===== src/rtl/ram_stream_reader_pkg.sv =====
// Shared types and width defaults for the RAM read-side streaming client.
package ram_stream_reader_pkg;

  localparam int DEF_SRAM_WIDTH = 256;
  localparam int DEF_SRAM_WORD  = 64;
  localparam int FIFO_DEPTH     = 2;

  typedef enum logic [1:0] {
    ST_IDLE  = 2'd0,
    ST_READ  = 2'd1,
    ST_DRAIN = 2'd2
  } state_t;

endpackage


===== src/rtl/ram_stream_reader_fifo.sv =====
// Two-entry register FIFO used as the skid buffer behind the RAM read port.
module skid_fifo2
  import ram_stream_reader_pkg::*;
#(
  parameter int W = DEF_SRAM_WIDTH + 1
) (
  input  logic         clk,
  input  logic         rst_n,
  input  logic         push,
  input  logic [W-1:0] push_data,
  input  logic         pop,
  output logic [W-1:0] head,
  output logic [1:0]   count,
  output logic         empty,
  output logic         full
);

  logic [FIFO_DEPTH-1:0][W-1:0] mem;
  logic                         wr_ptr, rd_ptr;

  assign head  = mem[rd_ptr];
  assign empty = (count == 2'd0);
  assign full  = (count == 2'(FIFO_DEPTH));

  // Push-with-pop while full is safe: the slot written is the one being popped.
  always_ff @(posedge clk or negedge rst_n) begin
    if (!rst_n) begin
      mem    <= '0;
      wr_ptr <= 1'b0;
      rd_ptr <= 1'b0;
      count  <= 2'd0;
    end else begin
      if (push) begin
        mem[wr_ptr] <= push_data;
        wr_ptr      <= ~wr_ptr;
      end
      if (pop) rd_ptr <= ~rd_ptr;
      count <= count + 2'(push) - 2'(pop);
    end
  end

endmodule


===== src/rtl/ram_stream_reader.sv =====
// Burst reader: issues RAM reads (1-cycle latency) and streams words out
// through a 2-entry skid FIFO, only issuing when a slot is guaranteed.
module ram_stream_reader
  import ram_stream_reader_pkg::*;
#(
  parameter int SRAM_WIDTH = DEF_SRAM_WIDTH,
  parameter int SRAM_WORD  = DEF_SRAM_WORD,
  parameter int ADDR_WIDTH = $clog2(SRAM_WORD),
  parameter int LEN_WIDTH  = ADDR_WIDTH + 1
) (
  input  logic                  clk,
  input  logic                  rst_n,
  input  logic                  cmd_valid,
  output logic                  cmd_ready,
  input  logic [ADDR_WIDTH-1:0] cmd_addr,
  input  logic [LEN_WIDTH-1:0]  cmd_len,
  output logic                  rd_en,
  output logic [ADDR_WIDTH-1:0] rd_addr,
  input  logic [SRAM_WIDTH-1:0] rd_data,
  output logic                  out_valid,
  input  logic                  out_ready,
  output logic [SRAM_WIDTH-1:0] out_data,
  output logic                  out_last,
  output logic                  busy
);

  localparam int DW = SRAM_WIDTH + 1;

  state_t                state;
  logic [ADDR_WIDTH-1:0] nxt_addr;
  logic [LEN_WIDTH-1:0]  remaining;
  logic                  last_tag, inflight, inflight_last;
  logic [DW-1:0]         head;
  logic [1:0]            fifo_count;
  logic                  fifo_empty, fifo_full;
  logic                  pop, issue_ok;
  logic [2:0]            occ;

  function automatic logic [ADDR_WIDTH-1:0] wrap_inc(input logic [ADDR_WIDTH-1:0] a);
    return (a == ADDR_WIDTH'(SRAM_WORD - 1)) ? '0 : a + ADDR_WIDTH'(1);
  endfunction

  assign cmd_ready             = (state == ST_IDLE);
  assign busy                  = (state != ST_IDLE);
  assign out_valid             = !fifo_empty;
  assign {out_last, out_data}  = head;
  assign pop                   = out_valid && out_ready;

  // Credit counts every word already owed to the FIFO: queued, returning on
  // rd_data, and the read on the RAM port right now. Ready can drop at any
  // time, so only a pop already happening can be counted on.
  assign occ      = {1'b0, fifo_count} + {2'b0, inflight} + {2'b0, rd_en};
  assign issue_ok = occ < (3'(FIFO_DEPTH) + {2'b0, pop});

  skid_fifo2 #(.W(DW)) u_fifo (
    .clk      (clk),
    .rst_n    (rst_n),
    .push     (inflight),
    .push_data({inflight_last, rd_data}),
    .pop      (pop),
    .head     (head),
    .count    (fifo_count),
    .empty    (fifo_empty),
    .full     (fifo_full)
  );

  always_ff @(posedge clk or negedge rst_n) begin
    if (!rst_n) begin
      state         <= ST_IDLE;
      rd_en         <= 1'b0;
      rd_addr       <= '0;
      nxt_addr      <= '0;
      remaining     <= '0;
      last_tag      <= 1'b0;
      inflight      <= 1'b0;
      inflight_last <= 1'b0;
    end else begin
      inflight      <= rd_en;
      inflight_last <= rd_en && last_tag;
      rd_en         <= 1'b0;
      last_tag      <= 1'b0;
      case (state)
        ST_IDLE: begin
          // First read goes out in the handshake cycle itself; FIFO is empty here.
          if (cmd_valid && cmd_len != '0) begin
            rd_en     <= 1'b1;
            rd_addr   <= cmd_addr;
            nxt_addr  <= wrap_inc(cmd_addr);
            remaining <= cmd_len - LEN_WIDTH'(1);
            last_tag  <= (cmd_len == LEN_WIDTH'(1));
            state     <= (cmd_len == LEN_WIDTH'(1)) ? ST_DRAIN : ST_READ;
          end
        end
        ST_READ: begin
          if (issue_ok && remaining != '0) begin
            rd_en     <= 1'b1;
            rd_addr   <= nxt_addr;
            nxt_addr  <= wrap_inc(nxt_addr);
            remaining <= remaining - LEN_WIDTH'(1);
            last_tag  <= (remaining == LEN_WIDTH'(1));
            if (remaining == LEN_WIDTH'(1)) state <= ST_DRAIN;
          end
        end
        ST_DRAIN: begin
          if (!rd_en && !inflight && fifo_empty) state <= ST_IDLE;
        end
        default: state <= ST_IDLE;
      endcase
    end
  end

  always_ff @(posedge clk) begin
    if (rst_n) assert (!(inflight && fifo_full && !pop));
  end

endmodule


===== config.mk =====
export PLATFORM = sky130hd
export DESIGN_NAME = ram_stream_reader
export DESIGN_NICKNAME = d
export VERILOG_FILES = /design/src/rtl/ram_stream_reader_pkg.sv /design/src/rtl/ram_stream_reader_fifo.sv /design/src/rtl/ram_stream_reader.sv
export SDC_FILE = /design/constraint.sdc
export NUM_CORES = 1
export LEC_CHECK = 0
export CAP_MARGIN = 20
export CORE_MARGIN = 4
export CORE_UTILIZATION = 45
export DETAILED_ROUTE_END_ITERATION = 7
export MAX_ROUTING_LAYER = met4
export PLACE_DENSITY = 0.74
export SETUP_SLACK_MARGIN = 0.5
export SKIP_LAST_GASP = 1
export SLEW_MARGIN = 20
export SYNTH_ARGS = -nofsm -noshare
export SYNTH_HDL_FRONTEND = slang
export SYNTH_SLANG_ARGS = --single-unit

===== constraint.sdc =====
create_clock -name clk -period 2.3 [get_ports clk]
set_input_delay 0.345 -clock clk [delete_from_list [all_inputs] [get_ports clk]]
set_output_delay 0.345 -clock clk [all_outputs]
set_load 0.02 [all_outputs]

After elaboration in Yosys (flattened, before gate mapping)
Cells that the tools add are included.
{"block": "word_totals", "regBits": 543, "wordCells": 84, "input_bits": 273}
{"block": "op_classes", "magnitude_cmp": 4, "n_eq_ne": 10, "bitwise_logic": 2, "addsub": 9, "reduce_logical": 18, "muxes": 28}
{"op": "257-bit two-way mux", "n": 3}
{"op": "514-bit bitwise mux", "n": 1}
{"op": "257-bit demux with 1-bit select", "n": 1}
{"op": "6-bit two-way mux", "n": 6}
{"op": "6-bit case mux with 2 select lines", "n": 2}
{"op": "7-bit by 1-bit == test with 1-bit output, second input constant", "n": 2}
{"op": "7-bit two-way mux", "n": 2}
{"op": "7-bit case mux with 2 select lines", "n": 1}
{"op": "7-bit nonzero test", "n": 2}
{"op": "7-bit by 1-bit subtractor with 7-bit output, second input constant", "n": 2}
{"op": "6-bit by 1-bit adder with 6-bit output, second input constant", "n": 2}
{"op": "6-bit == test, second input constant", "n": 2}
{"op": "2-bit two-way mux", "n": 5}
{"op": "1-bit logical AND", "n": 7}
{"op": "2-bit != test, second input constant", "n": 3}
{"op": "2-bit case mux with 3 select lines", "n": 1}
{"op": "2-bit logical NOT", "n": 2}
{"op": "1-bit by 2-bit less-than comparator with 1-bit output, second input constant", "n": 2}
{"op": "1-bit two-way mux", "n": 4}
{"op": "1-bit case mux with 2 select lines", "n": 2}
{"op": "4-bit AND reduction", "n": 1}
{"op": "2-bit nonzero test", "n": 2}
{"op": "2-bit by 1-bit adder with 3-bit output", "n": 1}
{"op": "2-bit by 1-bit adder with 3-bit output, first input constant", "n": 1}
{"op": "11 further kinds", "n": 14}

Depth between registers and ports, before layout
{"block": "logic_depth", "depth_word": 8, "mapped_depth": 9, "depth_no_buf": 9}

Cells and area by module
Synthesis repeated with hierarchy kept, for this count alone.
{"block": "hier_totals", "hier_cells": 1589, "area_unflattened_um2": 24938.9}
{"module": "skid_fifo2", "instances": 1, "area_each_um2": 23128.4, "seq_area_each_um2": 12962.4, "cells_per_inst": 1387}
{"module": "ram_stream_reader", "instances": 1, "area_each_um2": 1810.5, "seq_area_each_um2": 625.6, "cells_per_inst": 202}

Worst setup path after synthesis
No wires, ideal clock.
{"block": "synth_timing", "kind": "reg-to-reg", "from": "register rd_en", "to": "register remaining[2]", "period_less_slack_ps": 2354, "setup_ps": 124, "path_stages_with_launch": 10, "required_time_ps": 2176, "path_slack_ps": -54, "n_path_buf": 0, "t_arrival_ps": 2230, "path_cell_list": "dfrtp_1 -> inv_1 -> fa_1 -> inv_1 -> ha_1 -> a21oi_1 -> a31oi_4 -> inv_4 -> mux2_4 -> o31a_1"}
{"block": "synth_between", "elab_chain_len": 5}
{"item": "from (decl)", "line_no": "ram_stream_reader.sv:17", "rtl": "output logic rd_en,"}
{"item": "from (signal assigned)", "line_no": "ram_stream_reader.sv:70", "rtl": "rd_en <= 1'b0;"}
{"item": "from (signal assigned)", "line_no": "ram_stream_reader.sv:80", "rtl": "rd_en <= 1'b0;"}
{"item": "from (signal assigned)", "line_no": "ram_stream_reader.sv:86", "rtl": "rd_en <= 1'b1;"}
{"item": "3-bit by 1-bit adder with 3-bit output", "line_no": "ram_stream_reader.sv:52", "rtl": "assign occ = {1'b0, fifo_count} + {2'b0, inflight} + {2'b0, rd_en};"}
{"item": "3-bit less-than comparator", "line_no": "ram_stream_reader.sv:53", "rtl": "assign issue_ok = occ < (3'(FIFO_DEPTH) + {2'b0, pop});"}
{"item": "1-bit logical AND", "line_no": "ram_stream_reader.sv:95", "rtl": "if (issue_ok && remaining != '0) begin"}
{"item": "2-bit != test (no source line)"}
{"item": "3-bit AND reduction (no source line)"}
{"item": "to (signal assigned)", "line_no": "ram_stream_reader.sv:89", "rtl": "remaining <= cmd_len - LEN_WIDTH'(1);"}
{"item": "to (signal assigned)", "line_no": "ram_stream_reader.sv:99", "rtl": "remaining <= remaining - LEN_WIDTH'(1);"}
{"item": "to (decl)", "line_no": "ram_stream_reader.sv:31", "rtl": "logic [LEN_WIDTH-1:0] remaining;"}
Every way passes these cells.
A chain may end at the register's enable or synchronous reset.

Final worst setup path
{"block": "layout_timing", "from": "register u_fifo.rd_ptr", "to": "output out_data[57]"}
{"block": "layout_between", "elab_chain_len": 2}
{"item": "from (decl)", "line_no": "ram_stream_reader_fifo.sv:19", "rtl": "logic wr_ptr, rd_ptr;"}
{"item": "from (signal assigned)", "line_no": "ram_stream_reader_fifo.sv:37", "rtl": "if (pop) rd_ptr <= ~rd_ptr;"}
{"item": "257-bit two-way mux (implied by the code) (2 in a row)", "line_no": "ram_stream_reader_fifo.sv:21", "rtl": "assign head = mem[rd_ptr];"}
{"item": "to (decl)", "line_no": "ram_stream_reader.sv:22", "rtl": "output logic [SRAM_WIDTH-1:0] out_data,"}
Every way passes these cells. The select of a mux whose other input is x is not followed.

==> results.sh <==
export IMPL_p_per_area_nw_per_um2=1750
export IMPL_wl_per_cell_um=22.0
export IMPL_ys_flop_type="dfrtp_1"
export IMPL_slowest_stage="dfrtp_4"
export IMPL_finalHoldViolations=0
export IMPL_fin_crit_sh=1.07
export IMPL_register_area_um2=13600
export IMPL_wl_met3_um=3270
export IMPL_relSlewSlack=0.597
export IMPL_drive_gt1_frac=0.528
export IMPL_wl_met2_um=33300
export IMPL_final_antenna_net_count=0
export IMPL_drv_slew=0
export IMPL_port_buffers=539
export IMPL_rsz0062_at_grt="true"
export IMPL_start_kind="register"
export IMPL_cpPeakStageDelay_ps=500
export IMPL_syn_avg_cell_area_um2=15.2
export IMPL_fin_skew_ps=11.1
export IMPL_highest_layer="met4"
export IMPL_grt_pass1_wl_um=98900
export IMPL_worst_r2r_endpoint="remaining[2]"
export IMPL_reg2reg_from="u_fifo.count[0]"
export IMPL_netlist_area_um2=23700
export IMPL_cp_end_kind="primary output"
export IMPL_fin_util=0.640
export IMPL_syn_to_final_growth_pct=39.8
export IMPL_cp_num_buf_inv=5
export IMPL_numCtsBuffers=57
export IMPL_n_fill_cell=3766
export IMPL_tns_ps=-18360
export IMPL_htree_levels=2
export IMPL_ctsLongestPathBuffers=3
export IMPL_crit_chain="buf_12, buf_16, buf_12, buf_16, mux2_4, buf_6"
export IMPL_die_w_um=237
export IMPL_ys_ff_latch=543
export IMPL_worstSetupPathType="register to primary output"
export IMPL_synth_async_sr_flop_share=1.00
export IMPL_stdcell_count=2914
export IMPL_viasPerCell=5.27
export IMPL_r2r_worst_path_cells=9
export IMPL_total_power_w=0.0581
export IMPL_ios=540
export IMPL_yosys_warnings=0
export IMPL_clkTransAtPathRegs_ps=60
export IMPL_dp_final_hpwl_um=44100
export IMPL_dpl_cell_count=2761
export IMPL_cp_required_ps=1960
export IMPL_violations="negative setup slack"
export IMPL_coreArea_um2=51700
export IMPL_multiInputGateArea_um2=9790
export IMPL_vdd_drop_max_uv=1020
export IMPL_antenna_found_initial=10
export IMPL_grt_max_degree=84
export IMPL_worst_pin_slew_ps=605
export IMPL_num_rows=83
export IMPL_max_cap_violations=0
export IMPL_grt_overflow=0
export IMPL_place_gp_congestion=0.831
export IMPL_synth_cells=1563
export IMPL_p_leak_nw=14.2
export IMPL_period_needed_ps=2470
export IMPL_yosysSeqAreaShare=0.574
export IMPL_first_pass_iters=4
export IMPL_crit_family="buffers and inverters"
export IMPL_track_usage=0.228
export IMPL_max_freq_mhz=405
export IMPL_synth_net_count=1848
export IMPL_final_setup_worst_slack_ps=-171
export IMPL_synth_edf_count=0
export IMPL_place_ws_ps=-210
export IMPL_status="complete, but fails checks"
export IMPL_reg2reg_slack_ps=160
export IMPL_worstPathArrival_ps=2130
export IMPL_clockRootBuffer="clkbuf_16"
export IMPL_cts_sinks=543
export IMPL_fin_nets=2463
export IMPL_hp_class="primary input to async pin"
export IMPL_dieArea_um2=56400
export IMPL_vias=15400
export IMPL_m1WireLength_um=25500
export IMPL_insertion_delay_ps=600
export IMPL_fp_dieH_um=237
export IMPL_setup_violations=236
export IMPL_wl_um=64200
export IMPL_grt_pass1_vias=16900
export IMPL_initial_core_util=0.458
export IMPL_ys_types=44
export IMPL_drc=0
export IMPL_drt_first_iter_violations=638
export IMPL_cp_max_fo=6
export IMPL_cts_tree="built"
## registers in the layout, indices dropped and copies added (netlist names)
| signal | count |
|---|---|
| u_fifo.mem | 514 |
| remaining | 7 |
| nxt_addr | 6 |
| rd_addr | 6 |
| state | 2 |
| u_fifo.count | 2 |
| inflight | 1 |
| inflight_last | 1 |
| last_tag | 1 |
| rd_en | 1 |
| u_fifo.rd_ptr | 1 |
| u_fifo.wr_ptr | 1 |
## where the power goes
group	internal, W	switching, W	leakage (nW)	total, W
Sequential	0.0146	0.00245	6.37	0.0170
Combinational	0.0172	0.0147	6.92	0.0318
Clock	0.00554	0.00369	0.935	0.00923
Total	0.0373	0.0208	14.2	0.0581
## synthesized netlist by cell type, types with 5 or more instances
cell type | count | share of area
xor2_1 | 5 | 0.0018
a21oi_1 | 7 | 0.0015
nand3_1 | 7 | 0.0015
dfrtp_1 | 543 | 0.57
nor2_1 | 7 | 0.0011
clkbuf_1 | 80 | 0.013
nand2_1 | 21 | 0.0033
inv_1 | 14 | 0.0022
ha_1 | 11 | 0.0058
o21ai_0 | 19 | 0.0040
mux2_2 | 771 | 0.37
nor3_1 | 8 | 0.0017
buf_1 | 8 | 0.0013
mux2i_1 | 7 | 0.0030
xnor2_1 | 7 | 0.0026
## metal layers
layer  vias to the layer above  track usage
met2                       406        0.385
li1                       6874            -
met3                       109       0.0406
met4                         0       0.0842
met1                      7961        0.275
met5                         -            -
## kinds of logic (layout without fill, tap and decap cells)
group           Yosys count  in the layout  synth area share
flops                   543            543             0.574
buf+inv                 105            765            0.0168
compound gates           49             49            0.0147
fa+ha+maj                12             12           0.00665
simple gates             62             62            0.0130
mux                     780            780             0.371
xor+xnor                 12             12           0.00444
other cells               0             11                 0
## worst max path at each step
stage,end,slack [ps],depth (start not counted),startpoint
2_1_floorplan,remaining[2],210,9,inflight
3_3_place_gp,nxt_addr[3],-160,8,cmd_len[2]
3_5_place_dp,nxt_addr[3],-210,8,cmd_len[2]
4_1_cts,out_data[26],-220,4,u_fifo.rd_ptr
5_1_grt,out_data[210],-230,4,u_fifo.rd_ptr
6_report,out_data[57],-170,6,u_fifo.rd_ptr
## repair_timing
item	in CTS	in global routing
gates resized for setup	892	280
setup buffers	9	8
setup endpoints to repair	324	362
cloned	11	9
hold endpoints to repair	43	0
hold buffers	1	0
pin swaps	0	4
## cell usage in the layout, fill, tap and decap left out, types with 10 or more instances in the layout
cell type	netlist	routed
ha_1	11	11
inv_1	14	11
clkbuf_2	0	10
o21ai_0	19	17
buf_12	0	28
dlygate4sd2_1	0	67
clkbuf_1	80	19
mux2_4	2	16
diode_2	0	11
clkbuf_16	0	68
clkdlybuf4s50_1	0	280
buf_2	2	44
buf_6	0	125
mux2_2	771	757
buf_4	0	47
clkbuf_8	0	16
nand2_1	21	20
buf_16	0	16
clkdlybuf4s15_2	0	13
dfrtp_1	543	540
## layout make-up
| type | instances | area share |
|---|---|---|
| multi-input combinational | 915 | 0.296 |
| clock buffer | 94 | 0.0534 |
| tap | 680 | 0.0257 |
| antenna | 11 | 0.000831 |
| timing repair buffer | 646 | 0.208 |
| inverter | 15 | 0.00178 |
| sequential | 543 | 0.411 |
| clock inverter | 10 | 0.00389 |
## through the flow
step / hold WS, ps / cell area [um2]
floorplan: 49.4 / 23700
global placement: 341 / 30500
detailed placement: 347 / 30500
CTS: 278 / 32400
global route: 322 / 33100
finish: 290 / 33100
(Power assumes the default switching activity.)
